===== config.mk =====
export PLATFORM = sky130hd
export DESIGN_NAME = led_step_gen
export DESIGN_NICKNAME = d
export VERILOG_FILES = /design/src/rtl/led_step_gen.sv
export SDC_FILE = /design/constraint.sdc
export NUM_CORES = 1
export LEC_CHECK = 0
export CAP_MARGIN = 10
export CORE_UTILIZATION = 45
export DETAILED_ROUTE_END_ITERATION = 10
export GPL_TIMING_DRIVEN = 1
export HOLD_SLACK_MARGIN = 0.08
export PLACE_DENSITY_LB_ADDON = 0.05
export SLEW_MARGIN = 20
export SYNTH_ARGS = -nofsm -noshare
export SYNTH_HDL_FRONTEND = slang
export SYNTH_SLANG_ARGS = --single-unit
export TNS_END_PERCENT = 1

===== constraint.sdc =====
create_clock -name clk -period 3.2 [get_ports clk]
set_input_delay 0.64 -clock clk [delete_from_list [all_inputs] [get_ports clk]]
set_output_delay 0.64 -clock clk [all_outputs]
set_load 0.05 [all_outputs]

===== src/rtl/led_step_gen.sv =====
// rtl/led_step_gen.sv - debounced speed/dir/pause buttons driving a periodic LED ripple step pulse
// Three button front ends feed one step-rate generator; all state resets asynchronously.

module led_step_debounce #(
  parameter int unsigned CYCLES = 1000000
) (
  input  logic clk,
  input  logic rst,
  input  logic raw_i,
  output logic press_o
);
  localparam int unsigned CW = (CYCLES > 1) ? $clog2(CYCLES) : 1;
  localparam logic [CW-1:0] LAST = CW'(CYCLES - 1);

  logic          sync1_q, sync2_q;
  logic          level_q, level_d;
  logic [CW-1:0] cnt_q, cnt_d;
  logic          accept;

  // The level flips on the last differing cycle; a rising flip is the press.
  always_comb begin
    accept  = (sync2_q != level_q) && (cnt_q == LAST);
    level_d = accept ? sync2_q : level_q;
    if ((sync2_q == level_q) || accept) cnt_d = '0;
    else                                cnt_d = cnt_q + CW'(1);
  end

  assign press_o = accept && sync2_q;

  always_ff @(posedge clk or posedge rst) begin
    if (rst) begin
      sync1_q <= 1'b0;
      sync2_q <= 1'b0;
      level_q <= 1'b0;
      cnt_q   <= '0;
    end else begin
      sync1_q <= raw_i;
      sync2_q <= sync1_q;
      level_q <= level_d;
      cnt_q   <= cnt_d;
    end
  end
endmodule

module led_step_gen #(
  parameter int unsigned DEBOUNCE_CYCLES = 1000000,
  parameter int unsigned BASE_DIV        = 12500000
) (
  input  logic       clk,
  input  logic       rst,
  input  logic       btn_speed,
  input  logic       btn_dir,
  input  logic       btn_pause,
  output logic       step,
  output logic       dir,
  output logic [1:0] speed_sel,
  output logic       paused
);
  localparam int unsigned W = (BASE_DIV > 1) ? $clog2(BASE_DIV) : 1;
  // One spare bit so BASE_DIV itself is representable before the shift.
  localparam logic [W:0] BASE = (W+1)'(BASE_DIV);

  logic ev_speed, ev_dir, ev_pause;

  led_step_debounce #(.CYCLES(DEBOUNCE_CYCLES)) u_db_speed (
    .clk(clk), .rst(rst), .raw_i(btn_speed), .press_o(ev_speed)
  );
  led_step_debounce #(.CYCLES(DEBOUNCE_CYCLES)) u_db_dir (
    .clk(clk), .rst(rst), .raw_i(btn_dir), .press_o(ev_dir)
  );
  led_step_debounce #(.CYCLES(DEBOUNCE_CYCLES)) u_db_pause (
    .clk(clk), .rst(rst), .raw_i(btn_pause), .press_o(ev_pause)
  );

  logic [W-1:0] cnt_q, cnt_d;
  logic [1:0]   speed_q, speed_d;
  logic         dir_q, dir_d;
  logic         paused_q, paused_d;
  logic         step_q, step_d;

  function automatic logic [W:0] terminal(input logic [1:0] sel);
    return (BASE >> sel) - (W+1)'(1);
  endfunction

  // step_q is precomputed from next state so it is high exactly while cnt_q sits at terminal.
  always_comb begin
    speed_d  = ev_speed ? speed_q + 2'd1 : speed_q;
    dir_d    = dir_q ^ ev_dir;
    paused_d = paused_q ^ ev_pause;
    cnt_d    = cnt_q;
    if (!paused_q)
      cnt_d = ({1'b0, cnt_q} == terminal(speed_q)) ? '0 : cnt_q + W'(1);
    if (ev_speed)
      cnt_d = '0;
    step_d = !paused_d && ({1'b0, cnt_d} == terminal(speed_d));
  end

  always_ff @(posedge clk or posedge rst) begin
    if (rst) begin
      cnt_q    <= '0;
      speed_q  <= 2'd0;
      dir_q    <= 1'b0;
      paused_q <= 1'b0;
      step_q   <= 1'b0;
    end else begin
      cnt_q    <= cnt_d;
      speed_q  <= speed_d;
      dir_q    <= dir_d;
      paused_q <= paused_d;
      step_q   <= step_d;
    end
  end

  assign step      = step_q;
  assign dir       = dir_q;
  assign speed_sel = speed_q;
  assign paused    = paused_q;
endmodule


== Word-level counts from Yosys, hierarchy flattened ==
Cells that the tools add are included.
Word-level totals
  register bits after elaboration: 98
  input bits: 5
  output and inout bits: 5
  logic and storage cells: 57
Operators by class
  $add $sub $neg: 7
  eq/ne operators: 11
  shift operators: 2
  mux-type cells: 7
  bitwise gates (word level): 2
  reductions and logical operators: 11
Operators by type and width (count)
  2-to-1 mux 24 bit: 3
  adder 20 x 1 -> 20 bit, second input constant: 3
  == test 20 bit, second input constant: 3
  2-to-1 mux 20 bit: 3
  == test 24 x 25 -> 1 bit: 2
  >> shifter 24 x 2 -> 25 bit, first input constant: 2
  subtractor 25 x 1 -> 25 bit, second input constant: 2
  adder 24 x 1 -> 24 bit, second input constant: 1
  logical AND 1 bit: 7
  == test 1 bit: 3
  logical OR 1 bit: 3
  inequality test 1 bit: 3
  adder 2 x 1 -> 2 bit, second input constant: 1
  2-to-1 mux 2 bit: 1
  XOR 1 bit: 2
  zero test 1 bit: 1

== Depth between registers and ports, before layout ==
Gate-level depths: netlist (run 1).
  depth after elaboration: 8
  depth in mapped cells: 13
  gate-level depth less buffers: 11

== Hierarchy ==
From an unflattened synthesis (run 1), not the netlist that was laid out.
Unflattened totals
  cells, all modules: 588
  area total of the unflattened synthesis: 5701.7 um2
Modules (own cells, without submodules)
  led_step_debounce: times used 3, cells an instance 112, area an instance 1152.4 um2, sequential area each 575.6 um2
  led_step_gen: times used 1, cells an instance 252, area an instance 2244.7 um2, sequential area each 725.7 um2

== Worst setup path before layout (run 1) ==
No wires, ideal clock.
  path type: register -> register
  start point: register speed_q[0] (netlist: speed_sel[0])
  end point: register step_q (netlist: step)
  library setup time: 0.095 ns
  data arrival time: 3.421 ns
  required time: 3.105 ns
  setup slack: -0.316 ns
  cell stages (with the launch flop): 14
  path buffers: 2
  clock period less this slack: 3.516 ns
  cells stage by stage: dfrtp_1 -> buf_2 -> clkinv_1 -> ha_1 -> inv_1 -> ha_1 -> xnor2_1 -> nor3_1 -> a41o_1 -> buf_4 -> nor2_1 -> or4b_1 -> a311oi_1 -> nor4b_2
On the way
  cells in the longest elaborated chain, start to end: 8
  elaborated cells on any way between the ends: 12
  those cells by class: 3 x add/sub; 2 x eq/ne; 2 x shift; 4 x mux; 1 x reduce/logical
RTL lines
  start: declaration: RTL line 76  | logic [1:0] speed_q, speed_d;
  start signal: assignment: RTL line 107  | speed_q <= speed_d;
  >> shifter 24 x 2 -> 25 bit: RTL line 82  | return (BASE >> sel) - (W+1)'(1);
  subtractor 25 x 1 -> 25 bit: RTL line 82
  == test 24 x 25 -> 1 bit: RTL line 92  | cnt_d = ({1'b0, cnt_q} == terminal(speed_q)) ? '0 : cnt_q + W'(1);
  2-to-1 mux 24 bit: RTL line 92
  2-to-1 mux 24 bit: RTL line 91  | if (!paused_q)
  2-to-1 mux 24 bit: RTL line 93  | if (ev_speed)
  net cnt_d[20]: RTL line 75  | logic [W-1:0] cnt_q, cnt_d;
  == test 24 x 25 -> 1 bit: RTL line 95  | step_d = !paused_d && ({1'b0, cnt_d} == terminal(speed_d));
  logical AND 1 bit: RTL line 95
  net step_d: RTL line 79  | logic step_q, step_d;
  end signal: assignment: RTL line 110  | step_q <= step_d;
  end: declaration: RTL line 79
The timed path passes the listed nets, and every way through them passes these cells.
A chain may end at the register's enable or synchronous reset.

== Worst setup path after layout (run 1) ==
  start point: register speed_q[1] (netlist: speed_sel[1])
  end point: register step_q (netlist: step)
On the way
  cells in the longest elaborated chain, start to end: 8
  elaborated cells on any way between the ends: 12
  those cells by class: 3 x add/sub; 2 x eq/ne; 2 x shift; 4 x mux; 1 x reduce/logical
RTL lines (RTL line)
  >> shifter 24 x 2 -> 25 bit: 82
  subtractor 25 x 1 -> 25 bit: 82
  == test 24 x 25 -> 1 bit: 92
  2-to-1 mux 24 bit: 92
  2-to-1 mux 24 bit: 91
  2-to-1 mux 24 bit: 93
  == test 24 x 25 -> 1 bit *: 95
  logical AND 1 bit *: 95
  net step_d: 79
The timed path passes the listed nets; every way through them passes the cells marked *.

==> flow_summary.json, run 1 <==
{
  "die-area_um2": 12200,
  "fin_crit_ns": 3.00,
  "vias": 3707,
  "synth_area_leader_cell": "dfrtp_1",
  "final_antenna_net_count": 0,
  "setup_violations": 0,
  "nets": 571,
  "core_area_um2": 11400,
  "die_h_um": 110,
  "synthesis.area_um2": 5280,
  "crit_path_top_delay_cell": "or4b_1",
  "cts.path.max_buffers": 2,
  "postLayoutCellArea_um2": 5920,
  "post_drt_wl_per_cell_um": 15.1,
  "antenna_cells": 0,
  "numCtsBuffers": 9,
  "gr-total-overflow": 0,
  "clk_pin_slew_ns": 0.07,
  "path_buf_inv": 2,
  "rows": 39,
  "maxCapViolCount": 0,
  "synth_edf_count": 0,
  "synthArstFlopShare_pct": 100,
  "ir_worst_vdd_uv": 274,
  "dpl_cell_area_um2": 5590,
  "finalHoldViolations": 0,
  "routed_wl_um": 10600,
  "grt_use_total_pct": 19.6,
  "status": "completed",
  "drive_gt1_share_pct": 9.12,
  "synth_seq_area_share_pct": 46.5,
  "clk_latency_ns": 0.34,
  "slew_violations": 0,
  "grt_use_met2_pct": 29.4,
  "worst_path_largest_cell_delay_ns": 0.51,
  "dr.first_iter.drc_count": 156,
  "ys.flop_type": "dfrtp_1",
  "synth_fp_nets": 553,
  "start_util_pct": 46.2,
  "top_usage_layer": "met2",
  "met1_usage_pct": 28.0,
  "post-place-ws_ns": 0.172,
  "avgViaCountPerCell": 5.28,
  "leakage_nw": 2.60,
  "grt_pass1_vias": 3703,
  "startpoint_type": "flip-flop",
  "routabilityCongestion": 0.837,
  "yosysTopAreaCellShare_pct": 46.5,
  "layout_common_cells": "nor2_1, dfrtp_1, xor2_1",
  "met3_usage_pct": 3.29,
  "synthCells": 536,
  "grt_antenna_before_repair": 0,
  "cp_data_arrival_time_ns": 3.25,
  "yosysUniqueCellTypes": 60,
  "finalClockSkew_ns": 0.00477,
  "crit_top_cell": "ha_1",
  "critical_path_class": "flip-flop to flip-flop",
  "crit_required_ns": 3.45,
  "port-buffer-count": 9,
  "synth-seq-cells": 98,
  "p_per_area_nw_per_um2": 414,
  "clock-sinks": 98,
  "fillers": 1050,
  "cts_root_buf": "clkbuf_16",
  "finalWorstSetupSlack_ns": 0.195,
  "place_hpwl_um": 7540,
  "ctsHoldBuffers": 0,
  "grt_max_degree": 99,
  "cp_cell_sequence": "buf_4, ha_1, inv_1, ha_1, xnor2_1, nor3_1, a41o_1, or2_2, or4b_1, a311oi_1, nor4b_2",
  "worst-path-max-fanout": 6,
  "max_freq_ghz": 0.333,
  "grt_pass1_wl_um": 18300,
  "maxSlewHeadroom_pct": 51.3,
  "endpoint_kind": "flip-flop",
  "yosysWarnings": 0,
  "cts_tree": "built",
  "dieWidth_um": 110,
  "drc": 0,
  "drtPass1Iterations": 4,
  "cts-htree-levels": 3,
  "cp_top_family": "simple AND/OR/NAND/NOR gates",
  "area_growth_syn_to_layout_pct": 12.2,
  "synthTopCellsByArea": "dfrtp_1, xor2_1, xnor2_1",
  "rsz0062_at_grt": "false",
  "worst_pin_slew_ns": 0.730,
  "io_pins": 10,
  "hp-class": "flip-flop to flip-flop",
  "finalCritPeriodShare_pct": 93.9,
  "synth.avg_cell_area_um2": 9.84
}
[cell usage after synthesis, drive strengths merged, types with 2 or more instances]
library cell and n:
a311oi 2, nand4bb 2, and3 25, mux2 4, or4b 2, nand2 26
xnor2 43, dfrtp 98, nor2b 5, nor3b 8, o21ai 3, nor3 9
o211ai 4, and2 4, mux2i 4, buf 4, inv 16, or4 5
nand4 14, or2 4, ha 12, clkbuf 10, o22ai 3, nor2 97
o2111ai 2, and4 2, o31ai 3, xor2 49, nor4 8, nand3 36
nand2b 4, or3 3, and3b 6, nor4b 3, nand4b 3
[stage by stage]
step	hold WS, ns	setup TNS, ns	util, %	std cells	total power, W
2_1_floorplan	0.331	-0.126	-	536	0.00133
3_5_place_dp	0.337	0	48.9	685	0.00135
5_1_grt	0.350	0	51.9	702	0.00254
4_1_cts	0.352	0	51.7	701	0.00249
3_3_place_gp	0.335	0	48.9	685	0.00135
6_report	0.350	0	51.9	702	0.00245
[layout make-up]
type | instances | area [µm²] | area share (%)
repair buffers | 21 | 193 | 3.25
well taps | 143 | 179 | 3.02
flip-flops and latches | 98 | 2450 | 41.5
multi-input cells | 407 | 2710 | 45.8
clock buffers | 11 | 253 | 4.27
clock inverters | 5 | 60.1 | 1.01
inverters | 17 | 67.6 | 1.14
[what timing repair did]
item | 4_1_cts | 5_1_grt
buffers inserted | 0 | 1
gates resized for setup | 0 | 4
setup endpoints to repair | 0 | 1
[cell families after synthesis]
| group | synth area share (%) |
|---|---|
| compound gates | 3.87 |
| buf+inv | 2.32 |
| mux | 1.61 |
| xor+xnor | 15.3 |
| fa+ha+maj | 2.85 |
| flops | 46.5 |
| simple gates | 27.6 |
[state kept, by name (all words and copies together), names as in the netlist, 2 cells and up]
register and flops:
cnt_q 24, u_db_speed.cnt_q 20, speed_sel 2, u_db_dir.cnt_q 20
u_db_pause.cnt_q 20
[routing by layer]
layer / vias up / routed length, µm / part of all wire, %
met5: - / 0 / 0
met4: 0 / 260 / 2.5
met3: 20 / 250 / 2.4
met2: 38 / 4640 / 44
met1: 1777 / 5430 / 51
li1: 1872 / - / -
[power breakdown]
part	internal [W]	switching, W	leakage, nW
clock	0.000653	0.000474	0.153
sequential	0.00125	0.0000108	1.33
combinational	0.0000177	0.0000438	1.12
total	0.00192	0.000528	2.60
[final timing paths]
path	cells past startpoint	end	startpoint	slack [ns]
setup / recovery	11	step$_DFF_PP0_	speed_sel[1]$_DFF_PP0_	0.20
hold / removal	0	u_db_pause.sync2_q$_DFF_PP0_	u_db_pause.sync1_q$_DFF_PP0_	0.35
setup reg to reg	11	step$_DFF_PP0_	speed_sel[1]$_DFF_PP0_	0.20
hold reg to reg	0	u_db_pause.sync2_q$_DFF_PP0_	u_db_pause.sync1_q$_DFF_PP0_	0.35
max in group asynchronous	3	speed_sel[0]$_DFF_PP0_	rst	2.02
min in group asynchronous	3	u_db_dir.sync2_q$_DFF_PP0_	rst	0.80
No activity file was read; power rests on OpenSTA's default activity.
==> run 2, diff against run 1 <==
- SYNTH_HIERARCHICAL: unset -> 1
==> flow_summary.json, run 2 <==
{
  "status": "complete, but fails checks",
  "violations": "setup timing",
  "crit_path_top_delay_cell": "or4b_1",
  "final_common_cell": "dfrtp_1",
  "r2r-start": "u_db_speed/cnt_q[15]$_DFF_PP0_",
  "port-buffer-count": 9,
  "worst_pin_slew_ns": 0.886,
  "synthCells": 588,
  "synthArstFlopShare_pct": 100,
  "path_buf_inv": 2,
  "gr-total-overflow": 0,
  "cp_top_family": "simple AND/OR/NAND/NOR gates",
  "place_hpwl_um": 9600,
  "crit_required_ns": 3.47,
  "finalCritPeriodShare_pct": 116,
  "regArea_um2": 2450,
  "final_antenna_net_count": 0,
  "rows": 40,
  "cts-htree-levels": 3,
  "dieWidth_um": 115,
  "p_per_area_nw_per_um2": 352,
  "ys.flop_type": "dfrtp_1",
  "r2r-end": "step$_DFF_PP0_",
  "layout_common_cells": "dfrtp_1, nor2_1, buf_4",
  "grt_max_degree": 30,
  "holdWs_ns": 0.357,
  "synth_fp_nets": 605,
  "dr.first_iter.drc_count": 277,
  "routed_wl_um": 13000,
  "avgViaCountPerCell": 5.62,
  "die_h_um": 115,
  "nets": 664,
  "clk_pin_slew_ns": 0.07,
  "routabilityCongestion": 0.889,
  "finalWorstSetupSlack_ns": -0.499,
  "synthesis.area_um2": 5700,
  "hold_depth": 0,
  "post-cts-setup-buffers": 0,
  "leakage_nw": 2.79,
  "hold_path_end": "u_db_pause/sync2_q$_DFF_PP0_",
  "rsz0062_at_grt": "true",
  "dp_cells": 804,
  "finalClockSkew_ns": 0.0100,
  "slew_violations": 0,
  "maxSlewHeadroom_pct": 40.9,
  "grt_pass1_wl_um": 22200,
  "startpoint_type": "flip-flop",
  "drc": 0,
  "finalHoldViolations": 0,
  "synth_seq_area_share_pct": 43.0,
  "multi_input_area_um2": 3120,
  "max_freq_ghz": 0.270,
  "hp-class": "flip-flop to flip-flop",
  "top_register": "cnt_q",
  "largest_register_ffs": 24,
  "synth_area_leader_cell": "dfrtp_1",
  "synth-seq-cells": 98,
  "fillers": 1120,
  "clk_latency_ns": 0.36,
  "synth.most_common_cell": "dfrtp_1",
  "cts.path.max_buffers": 2,
  "cts_tree": "built",
  "area_growth_syn_to_layout_pct": 16.6,
  "io_pins": 10,
  "drtPass1Iterations": 4,
  "yosysWarnings": 6,
  "post-place-ws_ns": -0.527,
  "numCtsBuffers": 9,
  "clock-sinks": 98,
  "cp_cell_sequence": "or4b_1, or4_4, or4_4, nor3b_2, buf_4, mux2i_4, inv_4, nand2_4, ha_4, nor3_2, o211ai_1, nor4_1, nand4_1, nor4_2",
  "maxCapViolCount": 0,
  "start_util_pct": 46.9,
  "tns_ns": -0.499,
  "crit_top_cell": "or4_4",
  "worst_path_largest_cell_delay_ns": 0.51,
  "critical_path_class": "flip-flop to flip-flop",
  "synth_commonest_cells": "dfrtp_1, nor2_1, nand3_1, xor2_1, nand2_1",
  "synth.avg_cell_area_um2": 9.70,
  "yosysTopAreaCellShare_pct": 43.0,
  "yosysUniqueCellTypes": 59,
  "post_drt_wl_per_cell_um": 15.9,
  "grt_pass1_vias": 4511,
  "grt_use_total_pct": 21.8,
  "vias": 4594,
  "r2r_cells": 14,
  "drive_gt1_share_pct": 17.1,
  "worst-path-max-fanout": 6,
  "setup_violations": 1,
  "hold_path.startpoint": "u_db_pause/sync1_q$_DFF_PP0_",
  "ir_worst_vdd_uv": 286,
  "core_area_um2": 12200,
  "stdcell_count": 818,
  "synth_edf_count": 0,
  "die-area_um2": 13100,
  "synthTopCellsByArea": "dfrtp_1, xor2_1, xnor2_1",
  "antenna_cells": 0,
  "cp_data_arrival_time_ns": 3.97,
  "fin_crit_ns": 3.70,
  "r2r_slack_ns": -0.50,
  "endpoint_kind": "flip-flop",
  "grt_antenna_before_repair": 0,
  "cts_root_buf": "clkbuf_16"
}
run 2: changes by cell type after synthesis, sizes merged, moves of 12 or more:
cell / change
a21oi: +27
or3: +19
and3: -15
or4: +24
nor2: -40
o31ai: +12
run 2: how the worst max path moves through the flow:
stage                                        start              to  slack, ns  depth (start not counted)
floorplan            u_db_speed/cnt_q[6]$_DFF_PP0_  step$_DFF_PP0_      -0.44                         14
global placement    u_db_speed/cnt_q[15]$_DFF_PP0_  step$_DFF_PP0_      -0.44                         14
detailed placement  u_db_speed/cnt_q[15]$_DFF_PP0_  step$_DFF_PP0_      -0.53                         14
CTS                 u_db_speed/cnt_q[15]$_DFF_PP0_  step$_DFF_PP0_      -0.53                         14
global route        u_db_speed/cnt_q[15]$_DFF_PP0_  step$_DFF_PP0_      -0.75                         14
finish              u_db_speed/cnt_q[15]$_DFF_PP0_  step$_DFF_PP0_      -0.50                         14
run 2: worst reg2reg max path, stage by stage, from the launching register on:
cell      delay [ns]
dfrtp_1         0.40
or4b_1          0.51
or4_4           0.50
or4_4           0.45
nor3b_2         0.17
buf_4           0.17
mux2i_4         0.26
inv_4           0.09
nand2_4         0.08
ha_4            0.20
nor3_2          0.17
o211ai_1        0.13
nor4_1          0.19
nand4_1         0.14
nor4_2          0.15
run 2: cell type report:
cell class                 count  area share (%)
multi-input combinational    449            47.0
clock buffer                  11            3.65
timing repair buffer          65            7.68
inverter                      24            1.39
clock inverter                 3           0.264
tap                          168            3.16
sequential                    98            36.9
run 2: metal layers:
metal	up-vias	part of all wire (%)	GRT usage [%]	wire length [µm]
met3	19	3.7	4.18	475
met4	0	1.9	8.14	248
li1	2270	-	-	-
met2	74	47	34.5	6060
met1	2231	48	29.8	6200
met5	-	0	0	0
run 2: power breakdown:
part | switching [W] | internal [W] | leakage (nW) | total, W
combinational | 0.0000488 | 0.0000269 | 1.32 | 0.0000758
clock | 0.000466 | 0.000537 | 0.127 | 0.00100
sequential | 0.0000117 | 0.00125 | 1.33 | 0.00126
run 2: logic make-up after synthesis:
logic type	after synthesis	synth area share (%)
compound gates	84	10.7
xor+xnor	71	10.9
fa+ha+maj	13	2.81
buf+inv	41	3.27
flops	98	43.0
mux	7	1.51
simple gates	274	27.8
run 2: what timing repair did:
item | CTS | global route
pin swaps | 1 | 0
gates resized for setup | 0 | 1
endpoints found under the setup margin | 1 | 5
hold buffers | 0 | 0
run 2: stage by stage:
step                      util, %  power (W)  area (µm²)
after floorplan                 -    0.00134        5770
after CTS                    54.7    0.00237        6650
final                        54.7    0.00234        6650
after global placement       52.5    0.00136        6390
after global routing         54.7    0.00243        6650
after detailed placement     52.5    0.00137        6390
